`config.mk`:
```
export PLATFORM = sky130hd
export DESIGN_NAME = rram_buf_sched
export DESIGN_NICKNAME = d
export VERILOG_FILES = /design/src/rtl/rram_buf_pkg.sv /design/src/rtl/rram_buf_sched_rr_arb2.sv /design/src/rtl/rram_buf_sched.sv
export SDC_FILE = /design/constraint.sdc
export NUM_CORES = 1
export LEC_CHECK = 0
export CAP_MARGIN = 20
export CORE_AREA = 2 2 123 125
export DETAILED_ROUTE_END_ITERATION = 6
export DIE_AREA = 0 0 125 127
export GPL_ROUTABILITY_DRIVEN = 0
export PLACE_DENSITY = 0.91
export SLEW_MARGIN = 20
export SYNTH_ARGS = -nofsm -noshare
export SYNTH_HDL_FRONTEND = slang
export SYNTH_SLANG_ARGS = --single-unit
```
`constraint.sdc`:
```
create_clock -name clk -period 5.75 [get_ports clk]
set_input_delay 1.15 -clock clk [delete_from_list [all_inputs] [get_ports clk]]
set_output_delay 1.15 -clock clk [all_outputs]
set_load 0.01 [all_outputs]
```
`src/rtl/rram_buf_pkg.sv`:
```
// Shared constants and types for the RRAM data buffer scheduler.
package rram_buf_pkg;

    localparam int DATA_W  = 32;
    localparam int ADDR_W  = 6;
    localparam int DEPTH   = 2 ** ADDR_W;
    localparam int NUM_REQ = 2;
    localparam int OCC_W   = ADDR_W + 1;

    typedef enum logic {
        CLS_WR = 1'b0,
        CLS_RD = 1'b1
    } req_cls_e;

endpackage

```
`src/rtl/rram_buf_sched_rr_arb2.sv`:
```
// Two-way round-robin arbiter. last_q holds the index of the most recent
// contention winner; its reset value of 1 hands the first contention to
// requester 0. Uncontended grants leave the pointer alone.
module rr_arb2 (
    input  logic       clk,
    input  logic       rst,
    input  logic [1:0] req_i,
    input  logic       upd_en_i,
    output logic [1:0] grant_o
);

    logic last_q, last_d;

    // Grant decode and pointer next-state
    always_comb begin
        grant_o = 2'b00;
        unique case (req_i)
            2'b01:   grant_o = 2'b01;
            2'b10:   grant_o = 2'b10;
            2'b11:   grant_o = last_q ? 2'b01 : 2'b10;
            default: grant_o = 2'b00;
        endcase
        last_d = last_q;
        if (upd_en_i && (grant_o != 2'b00)) begin
            last_d = grant_o[1];
        end
    end

    // Last-winner pointer register
    always_ff @(posedge clk or negedge rst) begin
        if (!rst) begin
            last_q <= 1'b1;
        end else begin
            last_q <= last_d;
        end
    end

endmodule

```
`src/rtl/rram_buf_sched.sv`:
```
// Two-requester scheduler for the shared RRAM data buffer: one write and one
// read grant per cycle to an external dual-port RAM, per-entry valid bits,
// occupancy tracking and tagged read responses.
module rram_buf_sched
    import rram_buf_pkg::*;
(
    input  logic              clk,
    input  logic              rst,
    input  logic              req0_valid,
    output logic              req0_ready,
    input  logic              req0_we,
    input  logic [ADDR_W-1:0] req0_addr,
    input  logic [DATA_W-1:0] req0_wdata,
    input  logic              req0_consume,
    input  logic              req1_valid,
    output logic              req1_ready,
    input  logic              req1_we,
    input  logic [ADDR_W-1:0] req1_addr,
    input  logic [DATA_W-1:0] req1_wdata,
    input  logic              req1_consume,
    output logic              rsp0_valid,
    output logic [DATA_W-1:0] rsp0_rdata,
    output logic              rsp0_err,
    output logic              rsp1_valid,
    output logic [DATA_W-1:0] rsp1_rdata,
    output logic              rsp1_err,
    output logic              mem_wr_en,
    output logic [ADDR_W-1:0] mem_wr_addr,
    output logic [DATA_W-1:0] mem_wr_data,
    output logic              mem_rd_en,
    output logic [ADDR_W-1:0] mem_rd_addr,
    input  logic [DATA_W-1:0] mem_rd_data,
    output logic [OCC_W-1:0]  occupancy,
    output logic              full,
    output logic              empty
);

    logic [NUM_REQ-1:0] wr_req, rd_req, wr_gnt, rd_gnt;
    logic               wr_any, rd_any;
    logic [ADDR_W-1:0]  wr_addr, rd_addr;
    logic [DATA_W-1:0]  wr_data;
    logic               rd_consume, rd_old_valid;
    logic               clr, same_addr, inc, dec;

    logic [DEPTH-1:0]   valid_q, valid_d;
    logic [OCC_W-1:0]   occ_q, occ_d;
    logic               rsp_vld_q, rsp_vld_d;
    logic               rsp_id_q, rsp_id_d;
    logic               rsp_err_q, rsp_err_d;

    assign wr_req = {req1_valid & req1_we,  req0_valid & req0_we};
    assign rd_req = {req1_valid & ~req1_we, req0_valid & ~req0_we};

    rr_arb2 u_wr_arb (
        .clk      (clk),
        .rst      (rst),
        .req_i    (wr_req),
        .upd_en_i (&wr_req),
        .grant_o  (wr_gnt)
    );

    rr_arb2 u_rd_arb (
        .clk      (clk),
        .rst      (rst),
        .req_i    (rd_req),
        .upd_en_i (&rd_req),
        .grant_o  (rd_gnt)
    );

    // Granted request muxing and bookkeeping terms
    always_comb begin
        wr_any       = |wr_gnt;
        rd_any       = |rd_gnt;
        wr_addr      = wr_gnt[1] ? req1_addr  : req0_addr;
        wr_data      = wr_gnt[1] ? req1_wdata : req0_wdata;
        rd_addr      = rd_gnt[1] ? req1_addr  : req0_addr;
        rd_consume   = rd_gnt[1] ? req1_consume : req0_consume;
        rd_old_valid = valid_q[rd_addr];
        clr          = rd_any & rd_consume & rd_old_valid;
        same_addr    = wr_any & rd_any & (wr_addr == rd_addr);
        inc          = wr_any & ~valid_q[wr_addr];
        // A write to the consumed entry re-validates it, so no decrement.
        dec          = clr & ~same_addr;
    end

    assign req0_ready  = wr_gnt[0] | rd_gnt[0];
    assign req1_ready  = wr_gnt[1] | rd_gnt[1];

    assign mem_wr_en   = wr_any;
    assign mem_wr_addr = wr_any ? wr_addr : '0;
    assign mem_wr_data = wr_any ? wr_data : '0;
    assign mem_rd_en   = rd_any;
    assign mem_rd_addr = rd_any ? rd_addr : '0;

    // Valid bitmap, occupancy and response next-state; set wins over clear
    always_comb begin
        valid_d = valid_q;
        if (clr) begin
            valid_d[rd_addr] = 1'b0;
        end
        if (wr_any) begin
            valid_d[wr_addr] = 1'b1;
        end
        occ_d = occ_q;
        if (inc && !dec && (occ_q != OCC_W'(DEPTH))) begin
            occ_d = occ_q + OCC_W'(1);
        end else if (dec && !inc && (occ_q != '0)) begin
            occ_d = occ_q - OCC_W'(1);
        end
        rsp_vld_d = rd_any;
        rsp_id_d  = rd_gnt[1];
        rsp_err_d = ~rd_old_valid;
    end

    // State registers
    always_ff @(posedge clk or negedge rst) begin
        if (!rst) begin
            valid_q   <= '0;
            occ_q     <= '0;
            rsp_vld_q <= 1'b0;
            rsp_id_q  <= 1'b0;
            rsp_err_q <= 1'b0;
        end else begin
            valid_q   <= valid_d;
            occ_q     <= occ_d;
            rsp_vld_q <= rsp_vld_d;
            rsp_id_q  <= rsp_id_d;
            rsp_err_q <= rsp_err_d;
        end
    end

    assign rsp0_valid = rsp_vld_q & ~rsp_id_q;
    assign rsp1_valid = rsp_vld_q &  rsp_id_q;
    assign rsp0_err   = rsp0_valid & rsp_err_q;
    assign rsp1_err   = rsp1_valid & rsp_err_q;
    assign rsp0_rdata = (rsp0_valid && !rsp_err_q) ? mem_rd_data : '0;
    assign rsp1_rdata = (rsp1_valid && !rsp_err_q) ? mem_rd_data : '0;

    assign occupancy  = occ_q;
    assign full       = (occ_q == OCC_W'(DEPTH));
    assign empty      = (occ_q == '0);

endmodule

```
## After elaboration in Yosys (flattened, before gate mapping)

Cells that the tools add are included.

- Flip-flop bits (word level): 76
- Latch bits: 0
- Memory bits (writable): 0
- Memory bits (read-only): 0
- Input bits: 116
- Output and inout port bits: 125
- Word-level logic and storage cells: 94
- Memories kept: 0

- $add $sub $neg: 2
- Multiply operators: 0
- Div/mod/pow operators: 0
- Order comparisons: 4
- Equal/unequal tests: 9
- Shift-type cells: 0
- Mux-type cells: 25
- Bitwise operators: 25
- Reductions and logical operators: 22

Operator list:

| cell | number |
|---|---|
| 32-bit two-way mux | 4 |
| 64-bit two-way mux | 2 |
| 64-bit AND | 1 |
| 64-bit inverter | 1 |
| 64-bit bitwise OR | 1 |
| 6-bit two-way mux | 4 |
| 1-bit AND | 14 |
| 6-bit by 7-bit < comparator with 1-bit output, second input constant | 2 |
| 7-bit two-way mux | 2 |
| 1-bit binary-select mux with 6-bit select | 2 |
| 1-bit demux with 6-bit select | 2 |
| 6-bit by 1-bit >= comparator with 1-bit output, second input constant | 2 |
| 2-bit one-hot mux with 3 select lines | 2 |
| 1-bit logical AND | 10 |
| 2-bit equality test, second input constant | 4 |
| 7-bit by 1-bit adder with 7-bit output, second input constant | 1 |
| 7-bit equality test, second input constant | 1 |
| 7-bit zero test | 1 |
| 7-bit inequality test, second input constant | 1 |
| 7-bit nonzero test | 1 |
| 7-bit by 1-bit subtractor with 7-bit output, second input constant | 1 |
| 6-bit equality test | 1 |
| 1-bit inverter | 6 |
| 2-bit nonzero test | 3 |
| other kinds (7) | 18 |

## Logic depth before layout (Yosys ltp)

- Word-level depth: 14
- Depth in mapped cells: 23

## Cells and area by module

A second synthesis with hierarchy kept.

- Cells, all modules: 728
- Area total of the unflattened synthesis: 6427.4 µm²

By module, submodules not included:

| module | instances | cells an instance | area each (µm²) | seq. area each (µm²) |
|---|---|---|---|---|
| rram_buf_sched | 1 | 716 | 6314.8 | 1851.8 |
| rr_arb2 | 2 | 6 | 56.3 | 26.3 |

## Worst setup path after synthesis

Ideal clock, no wire load.

- Kind: input to register
- Start point: input req1_we
- End point: register occ_q[6] (netlist: occupancy[6])
- Setup time: 131 ps
- Data arrival time: 4751 ps
- Data required time: 5619 ps
- Slack: 867 ps
- Stages: 21
- Path buffers: 2
- Cell sequence: and2_4 buf_6 and3_4 a21o_4 buf_6 nand3_1 a21oi_1 a2111oi_0 o21ai_0 or4_4 or3_1 ha_1 nor2b_1 o21ai_0 nand2b_1 a21o_1 a21o_1 inv_1 nand3_1 o31ai_1 a2bb2oi_1

- Longest elaborated chain between the ends: 13
- Elaborated cells on any way between the ends: 37
- Classes of those cells: eq/ne (7); mux (10); bitwise (11); reduce/logical (9)

Ends and longest elaborated chain:

| item | line | source |
|---|---|---|
| start, declared | rram_buf_sched.sv:17 | `input logic req1_we,` |
| 1-bit inverter | rram_buf_sched.sv:52 | `assign rd_req = {req1_valid & ~req1_we, req0_valid & ~req0_we};` |
| 1-bit AND | rram_buf_sched.sv:52 |  |
| 2-bit equality test / 2-bit by 1-bit equality test with 1-bit output (equally long branches) | rram_buf_sched_rr_arb2.sv:17 | `unique case (req_i)` |
| 2-bit one-hot mux with 3 select lines | rram_buf_sched_rr_arb2.sv:17 |  |
| 6-bit two-way mux / 2-bit OR reduction (equally long branches) | rram_buf_sched.sv:76, rram_buf_sched.sv:73 |  |
| 1-bit binary-select mux with 6-bit select, or another cell as far along | rram_buf_sched.sv:78 | `rd_old_valid = valid_q[rd_addr];` |
| 1-bit two-way mux (not written as such) / 1-bit AND (equally long branches) | rram_buf_sched.sv:78, rram_buf_sched.sv:80 |  |
| 1-bit AND / 1-bit inverter (equally long branches) | rram_buf_sched.sv:79, rram_buf_sched.sv:83 |  |
| 1-bit AND | rram_buf_sched.sv:83 | `dec = clr & ~same_addr;` |
| 1-bit zero test | rram_buf_sched.sv:105 | `if (inc && !dec && (occ_q != OCC_W'(DEPTH))) begin` |
| 1-bit logical AND (2 in a row) | rram_buf_sched.sv:105 |  |
| 7-bit two-way mux / 2-bit nonzero test (equally long branches) | - |  |
| end signal, assigned | rram_buf_sched.sv:119 | `occ_q <= '0;` |
| end signal, assigned | rram_buf_sched.sv:125 | `occ_q <= occ_d;` |
| end, declared | rram_buf_sched.sv:46 | `logic [OCC_W-1:0] occ_q, occ_d;` |

Several ways; a longest one is shown, not always the timed one. The select of a mux whose other input is x is not followed.
A chain may end at the register's enable or synchronous reset.

## Worst setup path in the final report

Same ends and word-level chain as after synthesis.

==> impl_metrics.env <==
export IMPL_drive_above_1_share=0.115
export IMPL_finalHoldViolCount=0
export IMPL_cts_htree_levels=3
export IMPL_placed_area_um2=9440
export IMPL_period_needed_ns=5.58
export IMPL_routed_wl_mm=30.1
export IMPL_die_x_um=125
export IMPL_clkSlewWorstSetupHoldPaths_ns=0.06
export IMPL_ys_flop_type="dfrtp_1"
export IMPL_portBuffers=240
export IMPL_setup_slack_ns=0.165
export IMPL_synthCells=872
export IMPL_post_place_ws_ns=-0.0627
export IMPL_path_max_fanout=11
export IMPL_status="finished, violations left"
export IMPL_dp_hpwl_mm=23.5
export IMPL_antenna_found_initial=3
export IMPL_min_period_over_period=0.971
export IMPL_cts_tree="built"
export IMPL_maxSlewViolCount=0
export IMPL_switching_power_uw=1000
export IMPL_ys_types=77
export IMPL_fin_skew_ns=0.0110
export IMPL_numClockSinks=76
export IMPL_fill_cells=1155
export IMPL_diodes=0
export IMPL_crit_family="compound AO/OA/AOI/OAI gates"
export IMPL_swShare=0.381
export IMPL_irDropWorstVdd_mv=0.349
export IMPL_synth_fp_nets=995
export IMPL_synthArstFlopShare=1.00
export IMPL_crit_path_max_incr_delay_ns=0.49
export IMPL_yosysSeqAreaShare=0.290
export IMPL_avgViaCountPerCell=6.43
export IMPL_worstPathArrival_ns=5.81
export IMPL_core_area_um2=14400
export IMPL_rsz0062_at_grt="no"
export IMPL_initial_core_util=0.455
export IMPL_drc=61
export IMPL_finalSetupViolCount=0
export IMPL_cts_setup_buffers=0
export IMPL_first_global_vias=7967
export IMPL_drt_iter0_drc=1619
export IMPL_ys_ff_latch=76
export IMPL_worstPathCellList="clkdlybuf4s50_1, buf_4, nand2b_1, o21ai_0, a21oi_1, a2111oi_0, buf_4, o311ai_0, nor3_1, o22ai_1, and4bb_2, or3_1, inv_1, fa_1, nor2b_1, o21ai_0, nand2b_1, a21o_1, a21o_1, inv_1, o31ai_1, a2bb2oi_1"
export IMPL_leakage_uw=0.00402
export IMPL_internal_power_uw=1630
export IMPL_tightest_slew_ns=0.955
export IMPL_seqPwrFrac=0.343
export IMPL_worst_hold_path_type="reg2reg"
export IMPL_drv_cap=0
export IMPL_synth_edff_count=0
export IMPL_fp_dieArea_um2=15900
export IMPL_io_pin_count=241
export IMPL_finalPower_uw=2630
export IMPL_required_ns=5.97
export IMPL_holdBufCountCts=0
export IMPL_syn2layout_area_growth_pct=48.5
export IMPL_end_kind="flip-flop"
export IMPL_vias=8510
export IMPL_p_per_area_nw_per_um2=270
export IMPL_crit_slowest_cell="a2111oi_0"
export IMPL_fin_area_um2=9750
export IMPL_drtPass1Iterations=7
export IMPL_critPathLaunchType="primary input"
export IMPL_slew_headroom=0.358
export IMPL_grt_max_degree=77
export IMPL_syn_area_um2=6570
export IMPL_cts_buffers_inserted=9
export IMPL_fin_nets=1258
export IMPL_num_rows=44
export IMPL_ant_nets=0
export IMPL_crit_type="in2reg"
export IMPL_violations="design-rule violations"
export IMPL_cts_root_buffer="clkbuf_16"
export IMPL_avgRoutedWirePerCell_um=22.7
export IMPL_die_h_um=127
export IMPL_p_comb_frac=0.437
export IMPL_path_buf_inv=5
export IMPL_grt_first_pass_wirelength_mm=45.6
export IMPL_ctsLongestPathBuffers=2
export IMPL_yosys_warnings=0
export IMPL_insertion_delay_ns=0.35
export IMPL_grt_overflow_total=0
export IMPL_gr_usage_all_layers=0.367
export IMPL_avgSynthCellArea_um2=7.53
export IMPL_fmax_mhz=179
export IMPL_clkPwrFrac=0.220
export IMPL_timing_hold_ws_ns=0.539
==> layout by cell type (no fill, tap or decap), types with 7 or more instances in the layout <==
cell type / netlist / routed
clkdlybuf4s50_1: 0 / 239
nand2_1: 153 / 153
o21ai_0: 99 / 99
dfrtp_1: 74 / 74
and2_1: 70 / 70
nand3_1: 69 / 69
buf_4: 1 / 66
nor2_1: 48 / 47
nor3_1: 27 / 27
a21oi_1: 25 / 25
mux2i_1: 19 / 19
o221ai_1: 16 / 16
a22o_1: 16 / 16
inv_1: 14 / 14
nand2b_1: 13 / 13
o2bb2ai_1: 11 / 11
or2_2: 10 / 10
o31ai_1: 11 / 10
xnor2_1: 10 / 10
clkbuf_16: 0 / 9
or3_1: 8 / 8
nand4_1: 7 / 7
==> final timing paths <==
check | from | end | slack [ns] | depth (start not counted)
worst min-delay path | valid_q[20] | valid_q[20] | 0.54 | 1
worst max register to register | u_wr_arb.last_q | occupancy[5] | 1.08 | 18
min in group asynchronous | rst | occupancy[2] | 1.02 | 2
max in group asynchronous | rst | valid_q[13] | 4.08 | 2
worst min register to register | valid_q[20] | valid_q[20] | 0.54 | 1
worst max-delay path | req1_we | occupancy[6] | 0.17 | 22
==> cell type report <==
type,count,area (um2),area share
clock buffers,12,256,0.0263
repair buffers,307,2910,0.299
inverters,15,56.3,0.00577
flip-flops and latches,76,1900,0.195
clock inverters,4,47.5,0.00487
multi-input cells,726,4350,0.446
well taps,184,230,0.0236
==> logic make-up (layout without fill, tap and decap cells) <==
family / count (synthesis) / count (layout) / share of synthesized area
flops: 76 / 76 / 0.290
buf+inv: 70 / 338 / 0.0495
fa+ha+maj: 7 / 7 / 0.0145
compound gates: 230 / 230 / 0.236
mux: 32 / 32 / 0.0551
simple gates: 443 / 443 / 0.336
xor+xnor: 14 / 14 / 0.0187
==> sequential cells by signal (all words and copies together) (netlist names) <==
register	cells
u_wr_arb.last_q	1
u_rd_arb.last_q	1
rsp_err_q	1
occupancy	7
rsp_vld_q	1
valid_q	64
rsp_id_q	1
==> power groups by stage <==
stage / clock network, uW / logic (uW) / registers (uW)
after floorplan: 0 / 658 / 818
after global placement: 0 / 1080 / 885
after detailed placement: 0 / 1110 / 886
after CTS: 580 / 1120 / 880
after global routing: 607 / 1230 / 908
final: 581 / 1150 / 904
==> metrics by stage <==
stage	util	instances	TNS, ns
after global placement	0.655	1308	0
after global routing	0.676	1324	0
final	0.676	1324	0
after CTS	0.676	1324	0
after detailed placement	0.655	1308	-0.113
after floorplan	-	872	0
==> repair_timing <==
action	CTS	global route
hold endpoints to repair	0	0
setup endpoints to repair	0	1
gates resized for setup	0	2
==> synthesized netlist by cell type (13+ instances only) <==
cell type,instances,area [um2]
nand2_1,153,574
o21ai_0,99,495
dfrtp_1,74,1850
and2_1,70,438
nand3_1,69,345
nor2_1,48,180
clkbuf_1,34,128
nor3_1,27,135
a21oi_1,25,125
mux2i_1,19,190
a22o_1,16,140
o221ai_1,16,140
inv_1,14,52.6
nand2b_1,13,81.3
==> layer usage <==
layer | GRT usage | part of all wire | vias to the layer above | wire length (um)
met5 | 0 | 0.00043 | - | 13
met4 | 0.139 | 0.048 | 2 | 1450
met3 | 0.122 | 0.14 | 182 | 4140
met2 | 0.584 | 0.44 | 727 | 13200
met1 | 0.466 | 0.38 | 3939 | 11300
li1 | - | - | 3660 | -
Power figures use the tool's default switching activity.
